## src/rtl/tanh_lut_ctrl.sv

```systemverilog
// tanh_lut_ctrl: UART-side controller for the 256-entry tanh activation LUT.
// Loads the table from a byte stream (command, 256 data bytes, checksum),
// streams the whole table back through the debug port on request, and
// exports lut_valid once a load has been checksum-verified.
module tanh_lut_ctrl #(
    parameter logic [7:0]  CMD_LOAD       = 8'hA5,
    parameter logic [7:0]  CMD_DUMP       = 8'h5A,
    parameter int unsigned TIMEOUT_CYCLES = 1000000
) (
    input  logic       clk,
    input  logic       rst,
    input  logic [7:0] rx_data,
    input  logic       rx_valid,
    input  logic       infer_active,
    output logic [7:0] wr_addr,
    output logic [7:0] wr_data,
    output logic       wr_en,
    output logic [7:0] dbg_addr,
    input  logic [7:0] dbg_data,
    output logic [7:0] tx_data,
    output logic       tx_valid,
    input  logic       tx_ready,
    output logic       lut_valid,
    output logic       load_err,
    output logic       cmd_reject,
    output logic       busy
);

    localparam logic [1:0] S_IDLE  = 2'd0;
    localparam logic [1:0] S_LOAD  = 2'd1;
    localparam logic [1:0] S_CHECK = 2'd2;
    localparam logic [1:0] S_DUMP  = 2'd3;

    // Timer counts idle clocks; the abort fires on the clock that would make
    // it reach TIMEOUT_CYCLES, so TMO_LAST is the last value it may hold.
    localparam int unsigned   TW       = $clog2(TIMEOUT_CYCLES + 1);
    localparam logic [TW-1:0] TMO_LAST = TW'(TIMEOUT_CYCLES - 1);

    logic [1:0]    state_q, state_d;
    logic [7:0]    count_q, count_d;
    logic [7:0]    sum_q, sum_d;
    logic [TW-1:0] tmo_q, tmo_d;
    logic          lut_valid_q, lut_valid_d;
    logic          load_err_q, load_err_d;
    logic          wr_en_q, wr_en_d;
    logic [7:0]    wr_addr_q, wr_addr_d;
    logic [7:0]    wr_data_q, wr_data_d;
    logic [7:0]    dbg_addr_q, dbg_addr_d;
    logic [7:0]    tx_data_q, tx_data_d;
    logic          tx_valid_q, tx_valid_d;
    logic          cmd_reject_q, cmd_reject_d;
    logic          busy_q, busy_d;

    // Next-state logic for the load / check / dump sequencer.
    always_comb begin
        state_d      = state_q;
        count_d      = count_q;
        sum_d        = sum_q;
        tmo_d        = tmo_q;
        lut_valid_d  = lut_valid_q;
        load_err_d   = load_err_q;
        wr_en_d      = 1'b0;
        wr_addr_d    = wr_addr_q;
        wr_data_d    = wr_data_q;
        dbg_addr_d   = dbg_addr_q;
        tx_data_d    = tx_data_q;
        tx_valid_d   = tx_valid_q;
        cmd_reject_d = 1'b0;

        case (state_q)
            S_IDLE: begin
                if (rx_valid) begin
                    if (rx_data == CMD_LOAD) begin
                        if (infer_active) begin
                            cmd_reject_d = 1'b1;
                        end else begin
                            state_d     = S_LOAD;
                            count_d     = 8'd0;
                            sum_d       = 8'd0;
                            tmo_d       = '0;
                            lut_valid_d = 1'b0;
                            load_err_d  = 1'b0;
                        end
                    end else if (rx_data == CMD_DUMP) begin
                        state_d    = S_DUMP;
                        dbg_addr_d = 8'd0;
                        tx_valid_d = 1'b0;
                    end
                end
            end
            S_LOAD: begin
                // A byte arriving on the expiry clock still counts.
                if (rx_valid) begin
                    wr_en_d   = 1'b1;
                    wr_addr_d = count_q;
                    wr_data_d = rx_data;
                    sum_d     = sum_q + rx_data;
                    count_d   = count_q + 8'd1;
                    tmo_d     = '0;
                    if (count_q == 8'hFF) begin
                        state_d = S_CHECK;
                    end
                end else if (tmo_q == TMO_LAST) begin
                    load_err_d = 1'b1;
                    tmo_d      = '0;
                    state_d    = S_IDLE;
                end else begin
                    tmo_d = tmo_q + 1'b1;
                end
            end
            S_CHECK: begin
                if (rx_valid) begin
                    if (rx_data == sum_q) begin
                        lut_valid_d = 1'b1;
                    end else begin
                        load_err_d = 1'b1;
                    end
                    tmo_d   = '0;
                    state_d = S_IDLE;
                end else if (tmo_q == TMO_LAST) begin
                    load_err_d = 1'b1;
                    tmo_d      = '0;
                    state_d    = S_IDLE;
                end else begin
                    tmo_d = tmo_q + 1'b1;
                end
            end
            S_DUMP: begin
                // Alternate capture and handshake: one byte per two clocks at best.
                if (!tx_valid_q) begin
                    tx_data_d  = dbg_data;
                    tx_valid_d = 1'b1;
                end else if (tx_ready) begin
                    tx_valid_d = 1'b0;
                    if (dbg_addr_q == 8'hFF) begin
                        state_d = S_IDLE;
                    end else begin
                        dbg_addr_d = dbg_addr_q + 8'd1;
                    end
                end
            end
            default: begin
                state_d = S_IDLE;
            end
        endcase

        busy_d = (state_d != S_IDLE);
    end

    // State and output registers; reset clears everything at once.
    always_ff @(posedge clk or posedge rst) begin
        if (rst) begin
            state_q      <= S_IDLE;
            count_q      <= 8'd0;
            sum_q        <= 8'd0;
            tmo_q        <= '0;
            lut_valid_q  <= 1'b0;
            load_err_q   <= 1'b0;
            wr_en_q      <= 1'b0;
            wr_addr_q    <= 8'd0;
            wr_data_q    <= 8'd0;
            dbg_addr_q   <= 8'd0;
            tx_data_q    <= 8'd0;
            tx_valid_q   <= 1'b0;
            cmd_reject_q <= 1'b0;
            busy_q       <= 1'b0;
        end else begin
            state_q      <= state_d;
            count_q      <= count_d;
            sum_q        <= sum_d;
            tmo_q        <= tmo_d;
            lut_valid_q  <= lut_valid_d;
            load_err_q   <= load_err_d;
            wr_en_q      <= wr_en_d;
            wr_addr_q    <= wr_addr_d;
            wr_data_q    <= wr_data_d;
            dbg_addr_q   <= dbg_addr_d;
            tx_data_q    <= tx_data_d;
            tx_valid_q   <= tx_valid_d;
            cmd_reject_q <= cmd_reject_d;
            busy_q       <= busy_d;
        end
    end

    assign wr_addr    = wr_addr_q;
    assign wr_data    = wr_data_q;
    assign wr_en      = wr_en_q;
    assign dbg_addr   = dbg_addr_q;
    assign tx_data    = tx_data_q;
    assign tx_valid   = tx_valid_q;
    assign lut_valid  = lut_valid_q;
    assign load_err   = load_err_q;
    assign cmd_reject = cmd_reject_q;
    assign busy       = busy_q;

endmodule
```

## config.mk

```make
export PLATFORM = sky130hd
export DESIGN_NAME = tanh_lut_ctrl
export DESIGN_NICKNAME = d
export VERILOG_FILES = /design/src/rtl/tanh_lut_ctrl.sv
export SDC_FILE = /design/constraint.sdc
export NUM_CORES = 1
export LEC_CHECK = 0
export ABC_AREA = 0
export BUFFER_PORTS_ARGS = -buffer_cell sky130_fd_sc_hd__clkbuf_2
export CAP_MARGIN = 20
export CELL_PAD_IN_SITES_DETAIL_PLACEMENT = 0
export CELL_PAD_IN_SITES_GLOBAL_PLACEMENT = 2
export CORE_UTILIZATION = 30
export DETAILED_ROUTE_END_ITERATION = 8
export PLACE_DENSITY = 0.69
export SYNTH_ARGS = -nofsm -noshare
export SYNTH_HDL_FRONTEND = slang
export SYNTH_SLANG_ARGS = --single-unit
```

## constraint.sdc

```tcl
create_clock -name clk -period 2.9 [get_ports clk]
set_input_delay 0.29 -clock clk [delete_from_list [all_inputs] [get_ports clk]]
set_output_delay 0.29 -clock clk [all_outputs]
set_load 0.02 [all_outputs]
```

### Word-level counts from Yosys, hierarchy flattened

Cells that the tools add are included.

* bits in registers: 76
* bits of input ports: 21

* add/sub/neg operators: 4
* equal/unequal tests: 22
* mux-type cells: 55
* bitwise operators: 1
* reductions and logical operators: 16

Operator list (number)
* $mux 20: 5
* $mux 8: 11
* $pmux 8 s2: 3
* $pmux 20 s2: 1
* $eq 8x8->1 const B: 3
* $ne 2x2->1 const B: 12
* $mux 2: 11
* $add 20x1->20 const B: 1
* $eq 20x20->1 const B: 1
* $mux 1: 20
* $add 8x1->8 const B: 2
* $reduce_and 6->1: 2
* $reduce_bool 2->1: 5
* $add 8x8->8: 1
* $eq 8x7->1 const B: 1
* $eq 8x8->1: 1
* $pmux 2 s4: 1
* $reduce_and 4->1: 2
* $reduce_and 7->1: 1
* $reduce_and 5->1: 1
* $eq 2x2->1 const B: 2
* $pmux 1 s2: 2
* $reduce_and 2->1: 2
* $ne 3x3->1 const B: 1
* 6 further kinds: 6

### Longest topological paths before layout

* word-level depth: 6
* gate-level depth with buffers: 9
* gate-level depth less buffers: 7

### Worst setup path after synthesis

Ideal clock, no wire load.

* path type: register to register
* from: register tmo_q[10]
* to: register busy_q, in the netlist busy
* setup time: 137 ps
* arrival time: 1919 ps
* path slack: 843 ps
* cell stages (with the launch flop): 7
* clock period less this slack: 2057 ps
* path through: dfrtp_1 buf_6 or4b_4 nor4_4 nand2_2 a2111oi_4 o211ai_2

* longest elaborated chain between the ends: 5
* elaborated cells on any way between the ends: 6

Ends and longest elaborated chain
* start: declaration: line 42 `logic [TW-1:0] tmo_q, tmo_d;`
* start signal: assignment: line 171 `tmo_q <= tmo_d;`
* $eq 20x20->1 *: line 103, 120
* $mux 2 *: line 103, 120
* $mux 2 (on tied branches): line 112, 93
* $pmux 2 s4 *: line 70 `case (state_q)`
* $reduce_bool 2->1 *: line 147 `busy_d = (state_d != S_IDLE);`
* net busy_d: line 52 `logic busy_q, busy_d;`
* end signal: assignment: line 181 `busy_q <= busy_d;`
* end: declaration: line 52

The timed path passes the listed nets; every way through them passes the cells marked *.
A chain may end at the register's enable or synchronous reset.

### Worst setup path after layout

* from: register state_q[1]
* to: register sum_q[2]

* longest elaborated chain between the ends: 3
* elaborated cells on any way between the ends: 9

Ends and longest elaborated chain
* start: declaration: line 39 `logic [1:0] state_q, state_d;`
* start signal: assignment: line 168 `state_q <= state_d;`
* $eq 2x1->1 or $logic_not 2->1 (tied branches): line 70
* $ne 2x2->1 (no source line) or $reduce_bool 2->1 (tied branches)
* $reduce_and 5->1 (no source line)
* end signal: assignment: line 170 `sum_q <= sum_d;`
* end: declaration: line 41 `logic [7:0] sum_q, sum_d;`

Several ways; a longest one is shown, not always the timed one.

==> run metrics <==
TritonCTS Buffers=9; crit share post-route=87.0%; Async SR Flop Fraction=100%; Crit Path Max Fanout=14; CTS max path bufs=2; most frequent cells in the layout=dfrtp_1 (76), clkbuf_2 (58), nand2_1 (42), o21ai_0 (32), nor2_1 (30); post-CTS resize count=0; CTS Root Cell=clkbuf_16; ant diodes=0; IO Count=59; remaining global-route overflow=0; global-route wire length before repair=17000 µm; chip width=120 µm; Max Freq=396 MHz; cell mode on critical path=inv_1; Post-synth EDFFs=0; net count after synthesis=451; CP Buf/Inv Count=3; flops & latches, synth=76; DRT Pass-1 Iters=4; hold-fix buffers at CTS=0; DRC Markers=0; worst-margin pin slew=629 ps; initial antenna violation count=0; status=finished with violations; critical path type=reg2reg; die area=14400 µm²; Design Power=2.73 mW; Data arrival, critical path=2760 ps; cell family with the largest share of critical-path delay=compound AO/OA/AOI/OAI gates; RSZ-0062 raised after global routing=false; H-tree Lvls=3; Avg Synthesized Cell Area=10.1 µm²; yosys warns=0; HPWL Detailed=7630 µm; Iteration-0 DRC Markers=141; Mapped Cells=415; Largest stage delay, worst path=550 ps; cell row count=42; GPL Wtd Cong=0.787; most common cell after layout, fill and taps aside=dfrtp_1; setup ws final=377 ps; # port buffers=58; WP data required=3140 ps; Hold/Removal Path Class=in2async; Period minus WS final=2520 ps; Setup crit end kind=flop; cells along the critical path=inv_1 > ha_1 > inv_1 > o41ai_2 > nand2_1 > buf_4 > o31ai_1; post-CTS setup buffer count=0; Starting Density=31.2%; area delta synth->final=18.4%; element type at the critical path start=flop; DR vias/cell=5.14; largest net degree at the start of global routing=34; CTS tree=built; routed len/inst=15.8 µm; Nets=514; Die Y=120 µm; Worst VDD drop=0.000336 V; clock sink count=76; Most used DFF post-synth=dfrtp_1; Distinct cells, synth=62; Worst path slowest cell=o41ai_2; Worst slew margin=58.0%; final setup fails=0; P_leak=2.26 nW; Total GRT Usage=15.3%; Core Box Area=13400 µm²; setup_tns=0 ps; layout cells sized above 1=24.9%; Cell Area, Synth=4180 µm²; max-slew violation count=0; PD cells=552 nW/µm²; worst hold slack=-15.0 ps; failing checks=hold timing; worst slack at placement=420 ps; vias=3374; Final ANT Viol Nets=0; DRT Wirelength=10400 µm; Seq/Total Area, Yosys=45.5%; Max Cap Viol=0; vias in the first global route=3302; Clock transition at path regs=60 ps; Worst Skew=7.04 ps; Final Hold Viols=31; Skew-Pair Late Insertion Delay=340 ps
path summary, 6_finish.rpt:
check                                 start          to  slack, ps  depth (start not counted)
worst max-delay path             state_q[1]    sum_q[2]        380                          7
worst min-delay path                    rst  wr_addr[4]        -20                          2
worst max register to register   state_q[1]    sum_q[2]        380                          7
worst min register to register     sum_q[6]    sum_q[6]        490                          2
max in group asynchronous               rst  count_q[6]       2160                          3
min in group clk                dbg_data[2]  tx_data[2]        180                          2
synth_stat cells (4+ instances only):
cell / number / area (µm²)
buf_2: 4 / 20.0
mux2_2: 26 / 293
and4_1: 6 / 52.6
o21ai_0: 32 / 160
nand2_1: 42 / 158
nor2b_1: 4 / 25.0
nor3_1: 7 / 35.0
xnor2_1: 7 / 61.3
nor4_1: 7 / 43.8
ha_1: 14 / 175
nand3_1: 18 / 90.1
clkbuf_1: 10 / 37.5
o31ai_1: 9 / 67.6
mux2i_1: 4 / 40.0
a21oi_1: 11 / 55.1
and3_1: 7 / 43.8
nand4_1: 8 / 50.1
inv_1: 14 / 52.6
dfrtp_1: 76 / 1900
nor2_1: 30 / 113
a21o_1: 4 / 30.0
a22o_1: 5 / 43.8
o22ai_1: 5 / 31.3
cells by family (layout without fill, tap and decap cells):
group                    count (synthesis)  count (layout)  share of synthesized area, %
AO/OA/AOI/OAI                           99              99                          16.6
adder cells (fa/ha/maj)                 15              15                          4.67
AND/OR/NAND/NOR                        156             156                          20.2
multiplexers                            30              30                          7.97
buffers and inverters                   29              95                          2.91
XOR/XNOR                                10              10                          2.10
flip-flops                              76              76                          45.5
final cells by class:
class,count,area (µm²)
multi-input cells,310,2150
repair buffers,67,358
well taps,176,220
inverters,14,53.8
fillers,1358,8460
clock inverters,3,15.0
clock buffers,11,243
flip-flops and latches,76,1900
layer usage:
metal	wire length, µm	share of wire [%]	track usage [%]	vias up
met1	5170	50	20.4	1640
li1	-	-	-	1662
met2	4690	45	23.7	59
met4	147	1.4	5.08	0
met5	0	0	0	-
met3	395	3.8	4.28	13
power breakdown:
group | internal, mW | total, mW | switching [mW] | leakage, nW
clock network | 0.588 | 1.01 | 0.424 | 0.131
logic | 0.204 | 0.523 | 0.320 | 1.09
registers | 1.14 | 1.19 | 0.0508 | 1.05
state kept, by name (all words and copies together) (netlist names):
| name | count |
|---|---|
| tx_valid | 1 |
| busy | 1 |
| count_q | 8 |
| wr_addr | 8 |
| wr_data | 8 |
| state_q | 2 |
| dbg_addr | 8 |
| load_err | 1 |
| lut_valid | 1 |
| sum_q | 8 |
| cmd_reject | 1 |
| tx_data | 8 |
| wr_en | 1 |
| tmo_q | 20 |
stage by stage:
stage	area [µm²]	util [%]	hold WS [ps]	std cells
5_1_grt	4940	36.9	50.0	657
6_report	4940	36.9	-15.0	657
4_1_cts	4940	36.9	9.24	657
3_3_place_gp	4690	35.0	385	643
2_1_floorplan	4180	-	441	415
3_5_place_dp	4690	35.0	385	643
Note: power is estimated with default switching activity, not from simulation.
